[src/rtl/hex_display_pkg.sv]
// Shared types and the 7-segment lookup for the HEX display sequencer.
package hex_display_pkg;

    typedef enum logic [1:0] {
        IDLE,
        FETCH,
        WRITE
    } state_t;

    localparam logic [7:0] SEG_BLANK = 8'hFF;

    typedef struct packed {
        logic       blank;
        logic [3:0] val;
    } entry_t;

    // Active-low segments {dp, g..a}; the decimal point is never lit.
    function automatic logic [7:0] hex_to_seg(input logic [3:0] i_val);
        logic [7:0] seg;
        case (i_val)
            4'h0: seg = 8'hC0;
            4'h1: seg = 8'hF9;
            4'h2: seg = 8'hA4;
            4'h3: seg = 8'hB0;
            4'h4: seg = 8'h99;
            4'h5: seg = 8'h92;
            4'h6: seg = 8'h82;
            4'h7: seg = 8'hF8;
            4'h8: seg = 8'h80;
            4'h9: seg = 8'h90;
            4'hA: seg = 8'h88;
            4'hB: seg = 8'h83;
            4'hC: seg = 8'hC6;
            4'hD: seg = 8'hA1;
            4'hE: seg = 8'h86;
            default: seg = 8'h8E;
        endcase
        return seg;
    endfunction

endpackage

[src/rtl/seg7_encoder.sv]
// Combinational hex-to-7-segment encoder; the single instance is time-shared by the scan FSM.
module seg7_encoder
    import hex_display_pkg::*;
(
    input  logic [3:0] i_val,
    output logic [7:0] o_seg
);

    assign o_seg = hex_to_seg(i_val);

endmodule

[src/rtl/hex_display_sequencer.sv]
// Six-digit 7-segment refresh controller with a writer port and one shared encoder.
// Optional blinking of masked digits is enabled by defining HEX_BLINK_EN.
module hex_display_sequencer
    import hex_display_pkg::*;
#(
    parameter int NUM_DIGITS  = 6,
    parameter int REFRESH_DIV = 50000,
    parameter int BLINK_SCANS = 25
) (
    input  logic                  CLOCK_50,
    input  logic                  RESET_N,
    input  logic                  WR_VALID,
    output logic                  WR_READY,
    input  logic [2:0]            WR_IDX,
    input  logic [3:0]            WR_VAL,
    input  logic                  WR_BLANK,
    output logic                  WR_ERR,
    output logic                  BUSY,
`ifdef HEX_BLINK_EN
    input  logic [NUM_DIGITS-1:0] BLINK_MASK,
`endif
    output logic [7:0]            HEX0,
    output logic [7:0]            HEX1,
    output logic [7:0]            HEX2,
    output logic [7:0]            HEX3,
    output logic [7:0]            HEX4,
    output logic [7:0]            HEX5
);

    localparam int         PW   = $clog2(REFRESH_DIV);
    localparam logic [2:0] LAST = 3'(NUM_DIGITS - 1);

    if (NUM_DIGITS < 1 || NUM_DIGITS > 6 || REFRESH_DIV < 2 * NUM_DIGITS + 1 || BLINK_SCANS < 1)
    begin : g_bad_cfg
        $error("hex_display_sequencer: illegal parameter combination");
    end

    state_t        r_state;
    state_t        w_next;
    logic [PW-1:0] r_presc;
    logic          w_tick;
    logic          r_pending;
    logic [2:0]    r_idx;
    logic          w_last;
    logic          w_accept;
    logic          r_wr_err;
    entry_t        r_regs [NUM_DIGITS];
    entry_t        w_rd;
    entry_t        r_enc_in;
    logic [7:0]    w_seg;
    logic [7:0]    w_out;
    logic [7:0]    r_hex [6];

    assign w_tick   = (r_presc == PW'(REFRESH_DIV - 1));
    assign w_last   = (r_idx == LAST);
    assign WR_READY = (r_state != FETCH);
    assign BUSY     = (r_state != IDLE);
    assign WR_ERR   = r_wr_err;
    assign w_accept = WR_VALID && WR_READY;

    always_ff @(posedge CLOCK_50 or negedge RESET_N) begin
        if (!RESET_N) begin
            r_presc <= '0;
        end else if (w_tick) begin
            r_presc <= '0;
        end else begin
            r_presc <= r_presc + 1'b1;
        end
    end

    always_ff @(posedge CLOCK_50 or negedge RESET_N) begin
        if (!RESET_N) begin
            r_state <= IDLE;
        end else begin
            r_state <= w_next;
        end
    end

    always_comb begin
        w_next = r_state;
        case (r_state)
            IDLE:    if (w_tick || r_pending) w_next = FETCH;
            FETCH:   w_next = WRITE;
            WRITE:   w_next = w_last ? IDLE : FETCH;
            default: w_next = IDLE;
        endcase
    end

    // A tick arriving mid-scan is remembered once; further ticks coalesce into it.
    always_ff @(posedge CLOCK_50 or negedge RESET_N) begin
        if (!RESET_N) begin
            r_pending <= 1'b0;
            r_idx     <= '0;
        end else if (r_state == IDLE) begin
            if (w_tick || r_pending) begin
                r_pending <= 1'b0;
                r_idx     <= '0;
            end
        end else begin
            if (w_tick) r_pending <= 1'b1;
            if (r_state == WRITE && !w_last) r_idx <= r_idx + 1'b1;
        end
    end

    always_ff @(posedge CLOCK_50 or negedge RESET_N) begin
        if (!RESET_N) begin
            r_wr_err <= 1'b0;
            for (int i = 0; i < NUM_DIGITS; i++) r_regs[i] <= '{blank: 1'b1, val: 4'h0};
        end else begin
            r_wr_err <= w_accept && (WR_IDX >= 3'(NUM_DIGITS));
            for (int i = 0; i < NUM_DIGITS; i++) begin
                if (w_accept && WR_IDX == 3'(i)) r_regs[i] <= '{blank: WR_BLANK, val: WR_VAL};
            end
        end
    end

    always_comb begin
        w_rd = '{blank: 1'b1, val: 4'h0};
        for (int i = 0; i < NUM_DIGITS; i++) begin
            if (r_idx == 3'(i)) w_rd = r_regs[i];
        end
    end

    always_ff @(posedge CLOCK_50 or negedge RESET_N) begin
        if (!RESET_N) begin
            r_enc_in <= '{blank: 1'b1, val: 4'h0};
        end else if (r_state == FETCH) begin
            r_enc_in <= w_rd;
        end
    end

    seg7_encoder u_enc (
        .i_val (r_enc_in.val),
        .o_seg (w_seg)
    );

`ifdef HEX_BLINK_EN
    localparam int BW = $clog2(BLINK_SCANS + 1);

    logic [BW-1:0] r_scan_cnt;
    logic          r_blink_off;

    always_ff @(posedge CLOCK_50 or negedge RESET_N) begin
        if (!RESET_N) begin
            r_scan_cnt  <= '0;
            r_blink_off <= 1'b0;
        end else if (r_state == WRITE && w_last) begin
            if (r_scan_cnt == BW'(BLINK_SCANS - 1)) begin
                r_scan_cnt  <= '0;
                r_blink_off <= ~r_blink_off;
            end else begin
                r_scan_cnt <= r_scan_cnt + 1'b1;
            end
        end
    end

    always_comb begin
        w_out = r_enc_in.blank ? SEG_BLANK : w_seg;
        if (r_blink_off && BLINK_MASK[r_idx]) w_out = SEG_BLANK;
    end
`else
    always_comb begin
        w_out = r_enc_in.blank ? SEG_BLANK : w_seg;
    end
`endif

    // Digits beyond NUM_DIGITS are never written and keep their reset value.
    always_ff @(posedge CLOCK_50 or negedge RESET_N) begin
        if (!RESET_N) begin
            for (int i = 0; i < 6; i++) r_hex[i] <= SEG_BLANK;
        end else if (r_state == WRITE) begin
            for (int i = 0; i < NUM_DIGITS; i++) begin
                if (r_idx == 3'(i)) r_hex[i] <= w_out;
            end
        end
    end

    assign HEX0 = r_hex[0];
    assign HEX1 = r_hex[1];
    assign HEX2 = r_hex[2];
    assign HEX3 = r_hex[3];
    assign HEX4 = r_hex[4];
    assign HEX5 = r_hex[5];

endmodule

[config.mk]
export PLATFORM = sky130hd
export DESIGN_NAME = hex_display_sequencer
export DESIGN_NICKNAME = d
export VERILOG_FILES = /design/src/rtl/hex_display_pkg.sv /design/src/rtl/seg7_encoder.sv /design/src/rtl/hex_display_sequencer.sv
export SDC_FILE = /design/constraint.sdc
export NUM_CORES = 1
export LEC_CHECK = 0
export ABC_AREA = 1
export CORE_ASPECT_RATIO = 0.8
export CORE_MARGIN = 4
export CORE_UTILIZATION = 60
export CTS_CLUSTER_SIZE = 25
export DETAILED_ROUTE_END_ITERATION = 10
export PLACE_DENSITY = 0.93
export SYNTH_ARGS = -nofsm -noshare
export SYNTH_HDL_FRONTEND = slang
export SYNTH_SLANG_ARGS = --single-unit
export TNS_END_PERCENT = 1
[constraint.sdc]
create_clock -name CLOCK_50 -period 2.72 [get_ports CLOCK_50]
set_input_delay 0.816 -clock CLOCK_50 [delete_from_list [all_inputs] [get_ports CLOCK_50]]
set_output_delay 0.816 -clock CLOCK_50 [all_outputs]
set_load 0.05 [all_outputs]
## After elaboration in Yosys (flattened, before gate mapping)

Memory sizes are Yosys's and may differ from the RTL's.
Cells that the tools add are included.

| storage, ports and cells | value |
|---|---|
| output and inout port bits | 51 |
| bits in read-only memories | 112 |
| memories | 1 |
| input port bits | 11 |
| register bits after elaboration | 106 |

| operators by class | value |
|---|---|
| reductions and logical operators | 25 |
| add/subtract/negate cells | 2 |
| multiplexer cells | 17 |
| $lt $le $gt $ge | 1 |
| equality and inequality tests | 15 |

Memory list:

| name | depth | bits a word | rd ports | clocked after Yosys merged registers in | wr ports | RTL line | source |
|---|---|---|---|---|---|---|---|
| (name not given) | 16 | 7 | 1 | 0 | 0 | hex_display_pkg.sv:20 | `case (i_val)` |

Operators with widths:

| kind | number |
|---|---|
| two-way mux 5 bit | 6 |
| adder 16 x 1 -> 16 bit, second input constant | 1 |
| == test 16 bit, second input constant | 1 |
| two-way mux 16 bit | 1 |
| AND reduction 2 bit | 8 |
| == test 3 x 2 -> 1 bit, second input constant | 4 |
| == test 3 bit, second input constant | 4 |
| logical AND 1 bit | 9 |
| two-way mux 3 bit | 3 |
| two-way mux 8 bit | 1 |
| == test 3 x 1 -> 1 bit, second input constant | 2 |
| zero test 3 bit | 2 |
| case mux 2 bit (3 select lines) | 1 |
| nonzero test 2 bit | 3 |
| two-way mux 1 bit | 4 |
| adder 3 x 1 -> 3 bit, second input constant | 1 |
| greater-or-equal comparator 3 bit, second input constant | 1 |
| == test 2 x 1 -> 1 bit, second input constant | 1 |
| == test 2 bit, second input constant | 1 |
| zero test 2 bit | 1 |
| two-way mux 2 bit | 1 |
| inequality test 2 x 1 -> 1 bit, second input constant | 1 |
| inequality test 2 bit, second input constant | 1 |
| zero test 1 bit | 1 |
| logical OR 1 bit | 1 |

## Logic depth before layout (Yosys ltp)

Gate-level depths: netlist of run 1.

| logic depth | value |
|---|---|
| depth after elaboration | 7 |
| gate-level depth with buffers | 12 |

## Modules after synthesis

Synthesis of run 1 repeated with hierarchy kept, for this count alone.

| unflattened totals | value |
|---|---|
| cell total of the unflattened synthesis | 579 |
| area, all modules | 5021.1 µm² |

Modules (own cells, without submodules):

| module | seq. area each (µm²) | times used | area an instance (µm²) | cells each |
|---|---|---|---|---|
| hex_display_sequencer | 2721.4 | 1 | 4735.8 | 528 |
| seg7_encoder | 0.0 | 1 | 285.3 | 51 |

## Worst setup path before layout of run 1

No wires, ideal clock.

| timing path | value |
|---|---|
| path type | flip-flop to output port |
| start point | register r_state[0] |
| end point | output WR_READY |
| arrival | 1209 ps |
| path slack | 695 ps |
| data required time | 1904 ps |
| stages on the path, launching flop included | 5 |
| path through | dfrtp_1 > inv_1 > nor2_1 > inv_1 > clkbuf_1 |

| between the ends | value |
|---|---|
| cells in the longest elaborated chain, start to end | 1 |

Ends and longest elaborated chain:

| item | RTL line | source |
|---|---|---|
| from (decl) | hex_display_sequencer.sv:38 | `state_t r_state;` |
| from (signal assigned) | hex_display_sequencer.sv:75 | `r_state <= w_next;` |
| inequality test 2 x 1 -> 1 bit | hex_display_sequencer.sv:56 | `assign WR_READY = (r_state != FETCH);` |
| to (decl) | hex_display_sequencer.sv:13 | `output logic WR_READY,` |

Every way passes these cells.

## Worst setup path in the final report of run 1

| timing path | value |
|---|---|
| start point | register r_state[1] |
| end point | output BUSY |

| between the ends | value |
|---|---|
| cells in the longest elaborated chain, start to end | 1 |

Ends and longest elaborated chain:

| item | RTL line | source |
|---|---|---|
| nonzero test 2 bit | hex_display_sequencer.sv:57 | `assign BUSY = (r_state != IDLE);` |
| to (decl) | hex_display_sequencer.sv:18 | `output logic BUSY,` |

Every way passes these cells.

==> flow_metrics.py, run 1 <==
metrics = {
    "placement": {
        "placed_area_mm2": 0.00551,
        "numPortBuffers": 55,
        "finalWeightedCongestion": 0.927,
        "dp_hpwl_um": 8120,
    },
    "die": {
        "die_height_um": 88.7,
        "core_area_mm2": 0.00791,
        "rows": 29,
        "die_w_um": 109,
        "dieArea_mm2": 0.00965,
        "initial_core_util": 0.617,
        "ios": 62,
    },
    "worst_setup_path": {
        "critPathArrivalTime_ns": 1.81,
        "cp.required_ns": 1.90,
        "r2r_slack_ns": 0.50,
        "reg2reg_to": "HEX5[3]",
        "crit_path_start_kind": "register",
        "r2r_start": "r_idx[1]",
        "worstSetupEndpointType": "output pin",
        "crit_fanout": 4,
        "r2r_cells": 5,
        "crit_type": "register to output pin",
    },
    "yosys": {
        "synth_flop_cell": "dfrtp_1",
        "syn_inst": 529,
        "yosysSeqAreaShare": 0.526,
        "ys_warn_count": 0,
        "avgSynthCellArea_um2": 9.22,
        "syn-cell-area_mm2": 0.00488,
        "async_flop_share": 1.00,
        "synth.distinct_cells": 41,
        "ys_ff_latch": 100,
        "synth_edf_count": 0,
    },
    "clocking": {
        "post_cts_buffers": 0,
        "numCtsBuffers": 9,
        "clock_latency_ns": 0.37,
        "path_clk_slew_ns": 0.09,
        "cts_root_buf": "clkbuf_8",
        "cts_max_path_buffers": 2,
        "clock_sink_count": 100,
        "htreeDepth": 3,
        "ctsHoldBuffers": 0,
        "post_cts_resized": 0,
        "cts_tree": "done",
    },
    "route": {
        "postRouteAntennaNets": 0,
        "vias": 3901,
        "drc": 0,
        "viasPerCell": 5.56,
        "wirelength_um": 11300,
        "drt_iter0_drc": 277,
        "wl_per_cell_um": 16.1,
        "firstDrtPassIters": 6,
    },
    "layout": {
        "drive_gt1_frac": 0.194,
        "final_common_cell": "nand2_1",
        "antennaDiodeCount": 0,
        "areaGrowthSynthToFinish_pct": 16.6,
        "layout.nets": 611,
        "final_cell_mix": "nand2_1, inv_1, clkdlybuf4s50_1",
        "finish.instance_area_mm2": 0.00569,
    },
    "power_and_ir_drop": {
        "p_leak_nw": 2.69,
        "power_density_mw_per_mm2": 482,
        "irDropWorstVdd_mv": 0.321,
    },
    "sta": {
        "rsz0062_at_grt": "false",
        "fin_skew_ns": 0.00585,
        "clock.fmax_ghz": 0.380,
        "fin_crit_ns": 2.63,
        "worst_pin_slew_ns": 0.567,
        "final_max_slew_viol_count": 0,
        "fin_crit_sh": 0.967,
        "setup_viol": 0,
        "setup_tns_ns": 0,
        "relSlewSlack": 0.621,
        "finalHoldViolCount": 0,
    },
    "global_routing": {
        "top_usage_layer": "met2",
        "grt_max_degree": 68,
        "antenna_found_initial": 0,
        "met1_usage": 0.351,
        "track_usage": 0.256,
        "grtUsageMet2": 0.406,
        "grtUsageMet3": 0.0635,
        "grt_pass1_wl_um": 19000,
        "grt_pass1_vias": 3865,
        "overflow": 0,
    },
    "run_status": {
        "status": "completed",
    },
    "flow_run": {
        "maxCapViolations": 0,
    },
    "min_path": {
        "min_path_type": "input port to async pin",
    },
}
## logic make-up after synthesis
family,after synthesis,synth area share
AO/OA/AOI/OAI,62,0.0703
AND/OR/NAND/NOR,246,0.232
XOR/XNOR,10,0.0180
adder cells (fa/ha/maj),12,0.0308
multiplexers,24,0.0554
flip-flops,100,0.526
buffers and inverters,74,0.0674
other,1,0.000769
## per-stage QoR
step / instances / total power (W) / setup slack, ns / hold slack (ns) / util
global placement: 685 / 0.00185 / 0.519 / 0.447 / 0.696
detailed placement: 685 / 0.00187 / 0.489 / 0.455 / 0.696
finish: 701 / 0.00274 / 0.0899 / 0.381 / 0.719
global route: 701 / 0.00287 / 0.00561 / 0.392 / 0.719
CTS: 701 / 0.00276 / 0.0726 / 0.381 / 0.719
floorplan: 534 / 0.00178 / 0.695 / 0.433 / -
## routing by layer
metal / wire length [um] / up-vias
met5: 0 / -
met4: 268 / 0
met3: 714 / 29
met2: 5480 / 131
met1: 4800 / 1925
li1: - / 1816
## sequential cells by signal, indices dropped and copies added (netlist names)
signal	flops
HEX4	7
r_enc_in	5
HEX2	7
WR_ERR	1
HEX3	7
HEX5	7
r_presc	16
HEX0	7
r_state	2
r_regs	30
r_idx	3
r_pending	1
HEX1	7
## power by group
part	total, W	internal, W	switching (W)
clock	0.000894	0.000408	0.000486
sequential	0.00163	0.00159	0.0000483
combinational	0.000214	0.0000723	0.000142
## area by class of cell
cell class	instances	area, um2
clock buffer	15	176
clock inverter	1	5.00
fill	574	2220
inverter	60	231
multi-input combinational	360	2000
sequential	100	2560
tap	108	135
timing repair buffer	57	573
## synth_stat cells, types with 6 or more instances
cell | count | area, um2
dfrtp_1 | 51 | 1280
inv_1 | 54 | 203
nand4_2 | 6 | 75.1
nand2_1 | 133 | 499
nand3_1 | 33 | 165
xor2_1 | 9 | 78.8
nor2_1 | 44 | 165
buf_4 | 7 | 52.6
mux2_2 | 24 | 270
ha_1 | 12 | 150
dfstp_2 | 49 | 1290
o21ai_0 | 44 | 220
## how the worst max path moves through the flow
stage / start / end / slack (ns)
6_report: r_state[1] / BUSY / 0.09
5_1_grt: r_state[1] / BUSY / 0.006
4_1_cts: r_state[1] / BUSY / 0.07
3_5_place_dp: r_state[1] / BUSY / 0.49
3_3_place_gp: r_state[1] / BUSY / 0.52
2_1_floorplan: r_state[0] / WR_READY / 0.69
## worst max-delay path: stages (launching register included)
cell	delay (ns)
dfrtp_1	0.43
nor2_1	0.22
inv_1	0.09
clkdlybuf4s50_1	0.70
No activity file was read; power rests on OpenSTA's default activity.
==> run 2: changes to the inputs <==
- CTS_CLUSTER_DIAMETER: default -> 80
==> results of run 2 <==
No change in the layout: final DEF, timing and power equal those of run 1.
